--- config.mk ---
export PLATFORM = sky130hd
export DESIGN_NAME = serial_subtractor
export DESIGN_NICKNAME = d
export VERILOG_FILES = /design/src/rtl/serial_subtractor.sv
export SDC_FILE = /design/constraint.sdc
export NUM_CORES = 1
export LEC_CHECK = 0
export BUFFER_PORTS_ARGS = -buffer_cell sky130_fd_sc_hd__buf_2
export CORE_MARGIN = 4
export CORE_UTILIZATION = 50
export DETAILED_ROUTE_END_ITERATION = 6
export PLACE_DENSITY = 0.81
export SLEW_MARGIN = 20
export SYNTH_ARGS = -nofsm -noshare
export SYNTH_HDL_FRONTEND = slang
export SYNTH_SLANG_ARGS = --single-unit
--- constraint.sdc ---
create_clock -name clk -period 1.7 [get_ports clk]
set_input_delay 0.17 -clock clk [delete_from_list [all_inputs] [get_ports clk]]
set_output_delay 0.17 -clock clk [all_outputs]
set_load 0.01 [all_outputs]
--- src/rtl/serial_subtractor.sv ---
// ============================================================================
// Module      : serial_subtractor
// Description : Bit-serial subtractor, diff = a - b - bin, LSB first, one
//               full-subtractor cell and a borrow flip-flop, valid/ready
//               handshake on operand and result sides.
//               Optional feature macro: SERIAL_SUB_OVF_EN (adds the ovf port
//               and two's-complement overflow flag).
// Revision    : 1.0 - initial release
// ============================================================================
`default_nettype none

module serial_subtractor #(
  parameter int WIDTH = 4
) (
  input  logic             clk,
  input  logic             rst,
  // Operand side
  input  logic             in_valid,
  output logic             in_ready,
  input  logic [WIDTH-1:0] a,
  input  logic [WIDTH-1:0] b,
  input  logic             bin,
  // Result side
  output logic             out_valid,
  input  logic             out_ready,
  output logic [WIDTH-1:0] diff,
`ifdef SERIAL_SUB_OVF_EN
  output logic             bout,
  output logic             ovf
`else
  output logic             bout
`endif
);

  // --------------------------------------------------------------------------
  // Constants
  // --------------------------------------------------------------------------
  localparam int CW = (WIDTH > 2) ? $clog2(WIDTH) : 1;

  localparam logic [1:0] c_IDLE = 2'd0;
  localparam logic [1:0] c_RUN  = 2'd1;
  localparam logic [1:0] c_DONE = 2'd2;

  // Counter value at which the MSB bit-step is performed
  localparam logic [CW-1:0] c_CNT_LAST = CW'(WIDTH - 1);
  localparam logic [CW-1:0] c_CNT_ONE  = CW'(1);
  localparam logic [CW-1:0] c_CNT_ZERO = '0;

  // --------------------------------------------------------------------------
  // State and datapath registers
  // --------------------------------------------------------------------------
  logic [1:0]       state_q,  state_d;
  logic [WIDTH-1:0] a_sr_q,   a_sr_d;
  logic [WIDTH-1:0] b_sr_q,   b_sr_d;
  logic             borrow_q, borrow_d;
  logic [CW-1:0]    cnt_q,    cnt_d;
  // Partial result: the bits produced so far, already right-aligned towards
  // the MSB. Only WIDTH-1 bits are needed because the final bit is combined
  // directly into the output register on the last step.
  logic [WIDTH-2:0] part_q,   part_d;
  // Presented result; only updated on the final bit-step so no partial value
  // is ever visible on diff/bout.
  logic [WIDTH-1:0] diff_q,   diff_d;
  logic             bout_q,   bout_d;
`ifdef SERIAL_SUB_OVF_EN
  logic             ovf_q,    ovf_d;
`endif

  // --------------------------------------------------------------------------
  // Full-subtractor cell
  // --------------------------------------------------------------------------
  logic             w_x;
  logic             w_y;
  logic             w_d;
  logic             w_bnext;
  logic [WIDTH-1:0] w_shift;
  logic             w_last_step;

  assign w_x     = a_sr_q[0];
  assign w_y     = b_sr_q[0];
  assign w_d     = w_x ^ w_y ^ borrow_q;
  assign w_bnext = (~w_x & w_y) | (~(w_x ^ w_y) & borrow_q);

  // New difference bit enters at the MSB; on the last step this is the full
  // result, otherwise its upper WIDTH-1 bits become the next partial value.
  assign w_shift     = {w_d, part_q};
  assign w_last_step = (cnt_q == c_CNT_LAST);

  // --------------------------------------------------------------------------
  // Next-state logic: handshake FSM plus one bit-step per RUN cycle
  // --------------------------------------------------------------------------
  always_comb begin
    state_d  = state_q;
    a_sr_d   = a_sr_q;
    b_sr_d   = b_sr_q;
    borrow_d = borrow_q;
    cnt_d    = cnt_q;
    part_d   = part_q;
    diff_d   = diff_q;
    bout_d   = bout_q;
`ifdef SERIAL_SUB_OVF_EN
    ovf_d    = ovf_q;
`endif

    case (state_q)
      c_IDLE: begin
        // in_ready is a decode of IDLE, so in_valid alone means accept
        if (in_valid) begin
          a_sr_d   = a;
          b_sr_d   = b;
          borrow_d = bin;
          cnt_d    = c_CNT_ZERO;
          part_d   = '0;
          state_d  = c_RUN;
        end
      end

      c_RUN: begin
        a_sr_d   = a_sr_q >> 1;
        b_sr_d   = b_sr_q >> 1;
        borrow_d = w_bnext;
        part_d   = w_shift[WIDTH-1:1];
        cnt_d    = cnt_q + c_CNT_ONE;
        if (w_last_step) begin
          diff_d  = w_shift;
          bout_d  = w_bnext;
`ifdef SERIAL_SUB_OVF_EN
          // Borrow into the sign bit differing from borrow out of it is
          // exactly two's-complement overflow of the subtraction.
          ovf_d   = borrow_q ^ w_bnext;
`endif
          state_d = c_DONE;
        end
      end

      c_DONE: begin
        if (out_ready) begin
          state_d = c_IDLE;
        end
      end

      default: begin
        state_d = c_IDLE;
      end
    endcase
  end

  // --------------------------------------------------------------------------
  // Register update with asynchronous abort to the reset values
  // --------------------------------------------------------------------------
  always_ff @(posedge clk or posedge rst) begin
    if (rst) begin
      state_q  <= c_IDLE;
      a_sr_q   <= '0;
      b_sr_q   <= '0;
      borrow_q <= 1'b0;
      cnt_q    <= c_CNT_ZERO;
      part_q   <= '0;
      diff_q   <= '0;
      bout_q   <= 1'b0;
`ifdef SERIAL_SUB_OVF_EN
      ovf_q    <= 1'b0;
`endif
    end else begin
      state_q  <= state_d;
      a_sr_q   <= a_sr_d;
      b_sr_q   <= b_sr_d;
      borrow_q <= borrow_d;
      cnt_q    <= cnt_d;
      part_q   <= part_d;
      diff_q   <= diff_d;
      bout_q   <= bout_d;
`ifdef SERIAL_SUB_OVF_EN
      ovf_q    <= ovf_d;
`endif
    end
  end

  // --------------------------------------------------------------------------
  // Outputs: registers or direct state decodes only
  // --------------------------------------------------------------------------
  assign in_ready  = (state_q == c_IDLE);
  assign out_valid = (state_q == c_DONE);
  assign diff      = diff_q;
  assign bout      = bout_q;
`ifdef SERIAL_SUB_OVF_EN
  assign ovf       = ovf_q;
`endif

endmodule

`default_nettype wire

# [After elaboration in Yosys (flattened, before gate mapping)]
# Index checks and enable logic that the tools add are counted.
[word_totals] in_bits=13 register_bits=21 word_cells=41 output_inout_bits=7
[op_classes] muxes=14 n_eq_ne=6 addsub=1 reduce_logical=5 bitwise_logic=7
[ops] op="case mux 4 bit (2 select lines)" count=2
[ops] op="two-way mux 2 bit" count=4
[ops] op="two-way mux 4 bit" count=2
[ops] op="case mux 2 bit (3 select lines)" count=1
[ops] op="case mux 3 bit (2 select lines)" count=1
[ops] op="== test 2 bit, second input constant" count=2
[ops] op="!= test 2 bit, second input constant" count=2
[ops] op="case mux 2 bit (2 select lines)" count=1
[ops] op="AND reduction 2 bit" count=2
[ops] op="two-way mux 3 bit" count=1
[ops] op="AND reduction 3 bit" count=1
[ops] op="adder 2 x 1 -> 2 bit, second input constant" count=1
[ops] op="AND 1 bit" count=2
[ops] op="== test 2 x 1 -> 1 bit, second input constant" count=1
[ops] op="zero test 2 bit" count=1
[ops] op="!= test 2 x 1 -> 1 bit, second input constant" count=1
[ops] op="NOT 1 bit" count=2
[ops] op="case mux 1 bit (2 select lines)" count=1
[ops] op="nonzero test 2 bit" count=1
[ops] op="bitwise XOR 1 bit" count=2
[ops] op="two-way mux 1 bit" count=1
[ops] op="bitwise OR 1 bit" count=1

# [Depth between registers and ports, before layout]
# Gate-level depths: netlist of the first run.
[depth] ltp_word=5 ltp_mapped=4 depth_no_buf=3

# [Least setup slack after synthesis of the first run]
# OpenSTA, ideal clock, no wires.
[synth_timing] path_kind="reg-to-reg" start="reg state_q[0]" end="reg b_sr_q[2]" setup_time_ns=0.123 required_time_ns=1.577 arrival_time_ns=1.118 path_slack_ns=0.459 path_buffers=1 period_less_slack_ns=1.241 stages_incl_launch_ff=4 path_cell_list="dfrtp_1 > buf_6 > or4b_1 > o221a_2"
[synth_between] elab_chain_len=3 word_cells_on_any_way=6 cone_classes="eq/ne (2); mux (1); reduce/logical (3)"
[synth_lines] element="from (decl)" line_no="52" source="logic [1:0] state_q, state_d;"
[synth_lines] element="from (signal assigned)" line_no="153" source="state_q <= c_IDLE;"
[synth_lines] element="from (signal assigned)" line_no="165" source="state_q <= state_d;"
[synth_lines] element="== test 2 x 1 -> 1 bit or zero test 2 bit (tied branches)" line_no="105" source="case (state_q)"
[synth_lines] element="nonzero test 2 bit (no line) or != test 2 bit (tied branches)"
[synth_lines] element="AND reduction 2 bit (no line)"
[synth_lines] element="to (signal assigned)" line_no="167" source="b_sr_q <= b_sr_d;"
[synth_lines] element="to (decl)" line_no="54" source="logic [WIDTH-1:0] b_sr_q, b_sr_d;"
# Parallel ways exist; a longest one is shown, timed or not.
# A chain may end at the register's enable or synchronous reset.

# [Worst setup path in the final report of the first run]
[layout_timing] start="reg state_q[1]" end="out in_ready"
[layout_between] elab_chain_len=1
[layout_lines] element="zero test 2 bit" line_no="182" source="assign in_ready = (state_q == c_IDLE);"
[layout_lines] element="to (decl)" line_no="19" source="output logic in_ready,"
# No other way between the ends.

==> results.py, run 1 <==
metrics = {
    "global_routing": {
        "grt-ovfl-total": 0,
        "grt_pass1_vias": 650,
        "grt_usage_pct": 15.1,
        "grt_max_degree": 22,
        "antenna_found_initial": 0,
        "grt_pass1_wl_mm": 2.94,
    },
    "setup_path": {
        "worstPathRequired_ns": 1.53,
        "arrival_ns": 1.37,
        "path_max_fanout": 16,
        "critPathLaunchType": "flop",
        "rrSetupSlack_ns": 0.33,
        "crit_path_end_kind": "primary output",
        "critPathKind": "flop to primary output",
    },
    "place": {
        "dpl.cell_count": 118,
        "port_buffers": 19,
        "placed_cell_area_mm2": 0.00110,
        "finalWeightedCongestion": 0.718,
        "place.detailed.hpwl_mm": 1.22,
    },
    "timing": {
        "setup_viol": 0,
        "hold_viol": 0,
        "fin_crit_ns": 1.54,
        "fmax_mhz": 648,
        "finalCritPeriodShare_pct": 90.8,
        "slew_headroom_pct": 71.2,
        "skew_ns": 0.00562,
        "setup_tns_ns": 0,
        "rsz0062_at_grt": "false",
        "slew_violations": 0,
        "worst_pin_slew_ns": 0.432,
    },
    "clock_tree": {
        "root_buffer": "clkbuf_4",
        "postCtsSetupBuffers": 0,
        "clockBufferDepth": 2,
        "cts.sinks": 21,
        "cts_buffers": 3,
        "clk_pin_slew_ns": 0.11,
        "cts_tree": "built",
        "insertion_delay_ns": 0.30,
        "cts.htree.levels": 1,
    },
    "pwr": {
        "power_switching_mw": 0.745,
        "p_clk_share_pct": 11.8,
        "vdd_drop_max_uv": 811,
        "comb_power_share_pct": 41.8,
        "power.total_mw": 2.04,
        "p_sw_share_pct": 36.4,
        "p_int_mw": 1.30,
        "powerDensity_mw_per_mm2": 1800,
        "p_leak_nw": 0.579,
        "p_seq_share_pct": 46.4,
    },
    "detailed_routing": {
        "wl_per_cell_um": 14.1,
        "wl_mm": 1.74,
        "drt_iter0_markers": 21,
        "vias": 681,
        "firstDrtPassIters": 4,
        "vias_per_cell": 5.54,
        "antenna_left": 0,
        "drcViolationCount": 0,
    },
    "cells_and_area": {
        "fillers": 153,
        "multi_input_area_um2": 407,
        "diodes": 0,
        "layoutNonFillerInstCount": 123,
        "final_cell_area_mm2": 0.00114,
        "drive_gt1_share_pct": 36.7,
        "area_delta_synth_final_pct": 14.0,
        "nNetsFinal": 114,
        "register_area_um2": 527,
    },
    "floorplan": {
        "start_util_pct": 55.4,
        "die_y_um": 52.7,
        "die_x_um": 52.7,
        "io_pins": 20,
        "dieArea_mm2": 0.00278,
        "coreArea_mm2": 0.00180,
        "row_count": 15,
    },
    "run": {
        "drv_cap": 0,
    },
    "hold_path": {
        "hp-class": "input port to flop",
    },
    "synthesis": {
        "ys_seq_area_share_pct": 52.6,
        "synth-seq-cells": 21,
        "synth_area_leaders": "dfrtp_1 53%, mux2_2 4.5%, a22o_1 3.5%",
        "ys.warnings.count": 0,
        "netlist.area_leader.share_pct": 52.6,
        "synthesis.area_um2": 998,
        "synth_cells": 77,
        "syn_avg_cell_area_um2": 13.0,
        "synth_most_common_cell": "dfrtp_1",
        "yosysTopAreaCell": "dfrtp_1",
        "synth-edff-count": 0,
        "syn_nets": 92,
        "async_flop_share_pct": 100,
        "synth.distinct_cells": 28,
        "synthTopCellsByCount": "21 x dfrtp_1, 7 x inv_1, 4 x a22o_1, 4 x mux2_2",
        "synth_ff_type": "dfrtp_1",
    },
    "outcome": {
        "outcome": "completed",
    },
}
==> per-layer routing <==
| layer | track usage [%] | wire [µm] | up-vias |
|---|---|---|---|
| li1 | - | - | 330 |
| met1 | 18.3 | 752 | 330 |
| met2 | 24.2 | 853 | 17 |
| met3 | 3.42 | 87 | 4 |
| met4 | 8.94 | 43 | 0 |
| met5 | 0 | 0 | - |
==> area by class of cell <==
type                            instances  share of cell area (%)
Clock buffer                            3                    1.98
Sequential cell                        21                    46.3
Multi-Input combinational cell         44                    35.7
Tap cell                               25                    2.75
Clock inverter                          1                   0.440
Inverter                                7                    2.31
Timing Repair Buffer                   22                    10.5
==> cells in the final DEF, fill, tap and decap left out, types with 3 or more instances in the layout <==
master / count
dfrtp_1: 20
buf_2: 19
inv_1: 7
a22o_1: 4
mux2_2: 4
nor4b_1: 3
nor3b_1: 3
nor2_1: 3
or4b_1: 3
o221a_2: 3
clkbuf_4: 3
==> repair_timing <==
| action | CTS | global route |
|---|---|---|
| endpoints found under the setup margin | 0 | 1 |
| gates resized for setup | 0 | 1 |
| hold buffers | 1 | 0 |
| endpoints found under the hold margin | 21 | 0 |
==> critical path: stages (launching register included) <==
cell and delay (ns):
dfrtp_1 0.55, buf_4 0.23, nor2_1 0.13, buf_2 0.15
==> metrics by stage <==
| step | hold WS, ns | setup slack (ns) | util, % |
|---|---|---|---|
| CTS | 0.0447 | 0.0815 | 63.1 |
| detailed placement | 0.211 | 0.238 | 61.0 |
| global route | 0.0378 | 0.0548 | 63.2 |
| finish | 0.0491 | 0.156 | 63.2 |
| global placement | 0.209 | 0.283 | 61.0 |
| floorplan | 0.147 | 0.459 | - |
==> power by group through the flow <==
stage               combinational (mW)  clock [mW]  sequential [mW]
floorplan                        0.763           0            0.871
global placement                 0.844           0            0.948
detailed placement               0.863           0            0.962
CTS                              0.871       0.250            0.951
global route                     0.970       0.274            0.989
finish                           0.854       0.241            0.949
==> worst paths after layout <==
| check | from | to | cells after the start |
|---|---|---|---|
| setup / recovery | state_q[1]$_DFFE_PP0P_ | in_ready | 3 |
| hold / removal | out_ready | state_q[1]$_DFFE_PP0P_ | 2 |
| setup reg to reg | state_q[1]$_DFFE_PP0P_ | a_sr_q[1]$_DFFE_PP0P_ | 2 |
| hold reg to reg | cnt_q[0]$_DFFE_PP0P_ | cnt_q[0]$_DFFE_PP0P_ | 1 |
| max in group asynchronous | rst | state_q[0]$_DFFE_PP0P_ | 4 |
| min in group asynchronous | rst | part_q[1]$_DFFE_PP0P_ | 4 |
==> logic make-up after synthesis <==
group                      after synthesis  share of synthesized area, %
and+or+nand+nor                         19                          15.7
buffers and inverters                   12                          6.64
muxes                                    6                          6.52
DFF                                     21                          52.6
adders and majority gates                2                          3.26
AOI/OAI and AO/OA                       17                          15.3
==> registers in the layout, indices dropped and copies added, names as in the netlist <==
| name | flops |
|---|---|
| bout | 1 |
| state_q | 2 |
| part_q | 3 |
| a_sr_q | 4 |
| cnt_q | 2 |
| borrow_q | 1 |
| diff | 4 |
| b_sr_q | 4 |
Note: power is estimated with default switching activity, not from simulation.
==> run 2: changes to the inputs <==
Settings changed: ABC_AREA set to 1.
==> run 2 against run 1 <==
Against the previous run: highest routed layer unchanged; total power is 2.4% lower; non-clock buffer count shrank 1; core utilization up 0.17 points; largest power group unchanged; first-iteration DRC count rose by 29%; critical endpoint is now diff[2]$_DFFE_PP0P_; worst hold slack improved by 0.0024 ns; area after synthesis shrank 2.3%; routed wire length up 4.3%; clock power fell by 2%.
==> results.py, run 2 <==
metrics = {
    "setup_path": {
        "arrival_ns": 1.56,
        "path_max_fanout": 11,
        "crit_path_end_kind": "flop",
        "critPathKind": "flop to flop",
        "critPathLaunchType": "flop",
        "worstPathRequired_ns": 1.90,
        "rrSetupSlack_ns": 0.34,
    },
    "clock_tree": {
        "postCtsSetupBuffers": 0,
        "clockBufferDepth": 2,
        "cts.sinks": 21,
        "postCtsHoldBufs": 1,
        "insertion_delay_ns": 0.30,
        "clk_pin_slew_ns": 0.11,
        "cts_buffers": 3,
        "cts_tree": "built",
        "root_buffer": "clkbuf_4",
        "cts_resized": 0,
        "cts.htree.levels": 1,
    },
    "synthesis": {
        "synth_compound_gate_area_share_pct": 6.03,
        "ys.warnings.count": 0,
        "yosysTopAreaCell": "dfrtp_1",
        "netlist.area_leader.share_pct": 53.8,
        "syn_nets": 127,
        "synthMuxAreaShare_pct": 0,
        "synth_cells": 112,
        "synth_area_leaders": "dfrtp_1 54%, nand2_1 12%, nand3_1 9.2%",
        "synthSimpleGateAreaFrac_pct": 28.3,
        "synth.distinct_cells": 18,
        "synthAdderAreaFrac_pct": 3.33,
        "ys_seq_area_share_pct": 53.8,
        "synth_top_family_by_area": "simple AND/OR/NAND/NOR gates",
        "synthTopCellsByCount": "31 x nand2_1, 21 x dfrtp_1, 18 x nand3_1",
        "synth-seq-cells": 21,
        "syn_avg_cell_area_um2": 8.71,
        "async_flop_share_pct": 100,
        "synthesis.area_um2": 976,
        "synth_most_common_cell": "nand2_1",
        "synth_xor_area_share_pct": 0,
        "synth-edff-count": 0,
        "synth_ff_type": "dfrtp_1",
    },
    "place": {
        "finalWeightedCongestion": 0.842,
        "placed_cell_area_mm2": 0.00109,
        "place.detailed.hpwl_mm": 1.41,
        "port_buffers": 19,
    },
    "detailed_routing": {
        "wl_mm": 1.81,
        "vias": 766,
        "vias_per_cell": 4.79,
        "wl_per_cell_um": 11.3,
        "drcViolationCount": 0,
        "drt_iter0_markers": 27,
        "firstDrtPassIters": 4,
        "antenna_left": 0,
    },
    "outcome": {
        "outcome": "completed",
    },
    "cells_and_area": {
        "final_cell_area_mm2": 0.00113,
        "final_common_cell": "nand2_1",
        "fillers": 159,
        "nNetsFinal": 151,
        "mostFrequentLayoutCells": "31 x nand2_1, 21 x dfrtp_1, 19 x buf_2",
        "diodes": 0,
        "multi_input_area_um2": 368,
        "register_area_um2": 526,
        "drive_gt1_share_pct": 22.2,
        "final_util_pct": 63.4,
        "area_delta_synth_final_pct": 15.8,
    },
    "timing": {
        "whs_ns": 0.0516,
        "rsz0062_at_grt": "false",
        "fin_crit_ns": 1.36,
        "slew_headroom_pct": 74.1,
        "finalCritPeriodShare_pct": 80.2,
        "worst_pin_slew_ns": 0.388,
        "slew_violations": 0,
        "setup_viol": 0,
        "setup_tns_ns": 0,
        "skew_ns": 0.00332,
        "fmax_mhz": 734,
        "hold_viol": 0,
    },
    "floorplan": {
        "die_x_um": 52.2,
        "die_y_um": 52.2,
        "io_pins": 20,
        "row_count": 15,
        "coreArea_mm2": 0.00178,
        "dieArea_mm2": 0.00272,
        "start_util_pct": 54.7,
    },
    "pwr": {
        "vdd_drop_max_uv": 793,
        "power.total_mw": 1.99,
        "p_leak_nw": 0.625,
        "powerDensity_mw_per_mm2": 1770,
    },
    "global_routing": {
        "grt_max_degree": 22,
        "grt-ovfl-total": 0,
        "grt_usage_pct": 15.6,
        "grt_pass1_wl_mm": 3.01,
        "grt_pass1_vias": 708,
        "antenna_found_initial": 0,
    },
    "hold_path": {
        "hp-class": "input port to flop",
    },
    "run": {
        "drv_cap": 0,
    },
}
[run 2: changes by cell type in the layout (fill, tap and decap cells not counted), sizes merged, moves of 3 or more]
cell and change:
inv +10, nor3b -3, or4b -3, mux2 -4
nand3 +18, a22o -4, nand2 +35, nor2 +3
nor4b -3, o21ai +7, o221a -3
[run 2: logic make-up (layout without fill, tap and decap cells)]
group	after synthesis	count (layout)
compound gates	11	11
flops	21	21
fa+ha+maj	2	2
simple gates	59	59
buf+inv	19	42
[run 2: metal layers]
| layer | global-route usage, % | vias to the layer above | share of wire, % |
|---|---|---|---|
| met5 | 0 | - | 0 |
| met4 | 6.38 | 0 | 2.0 |
| met3 | 6.55 | 6 | 7.1 |
| met2 | 22.0 | 27 | 45 |
| met1 | 21.0 | 336 | 45 |
| li1 | - | 397 | - |
[run 2: path summary, 6_finish.rpt]
check | to | from | cells after the start
hold reg to reg | cnt_q[0]$_DFFE_PP0P_ | cnt_q[0]$_DFFE_PP0P_ | 1
setup reg to reg | diff[2]$_DFFE_PP0P_ | state_q[0]$_DFFE_PP0P_ | 5
setup / recovery | diff[2]$_DFFE_PP0P_ | state_q[0]$_DFFE_PP0P_ | 5
max in group asynchronous | state_q[0]$_DFFE_PP0P_ | rst | 4
hold / removal | state_q[1]$_DFFE_PP0P_ | out_ready | 2
min in group asynchronous | part_q[1]$_DFFE_PP0P_ | rst | 4
[run 2: report_power, final]
part	switching (mW)	internal [mW]
Clock	0.143	0.0916
Sequential	0.168	0.719
Combinational	0.540	0.332
[run 2: final cells by class]
class,count,area share [%]
clock buffers,4,2.33
inverters,17,5.87
repair buffers,21,9.97
multi-input cells,72,32.6
flip-flops and latches,21,46.5
well taps,25,2.77
[run 2: through the flow]
step                      instances  worst slack [ns]
after floorplan                 112             0.575
after global placement          155             0.429
after detailed placement        155             0.341
after CTS                       160             0.312
after global routing            160             0.212
final                           160             0.337
[run 2: critical path, cell delays in order (launching register included)]
cell and delay (ns):
dfrtp_1 0.59, inv_1 0.13, nor2_4 0.22, nand2_2 0.16, nand2_1 0.08, o21ai_0 0.08
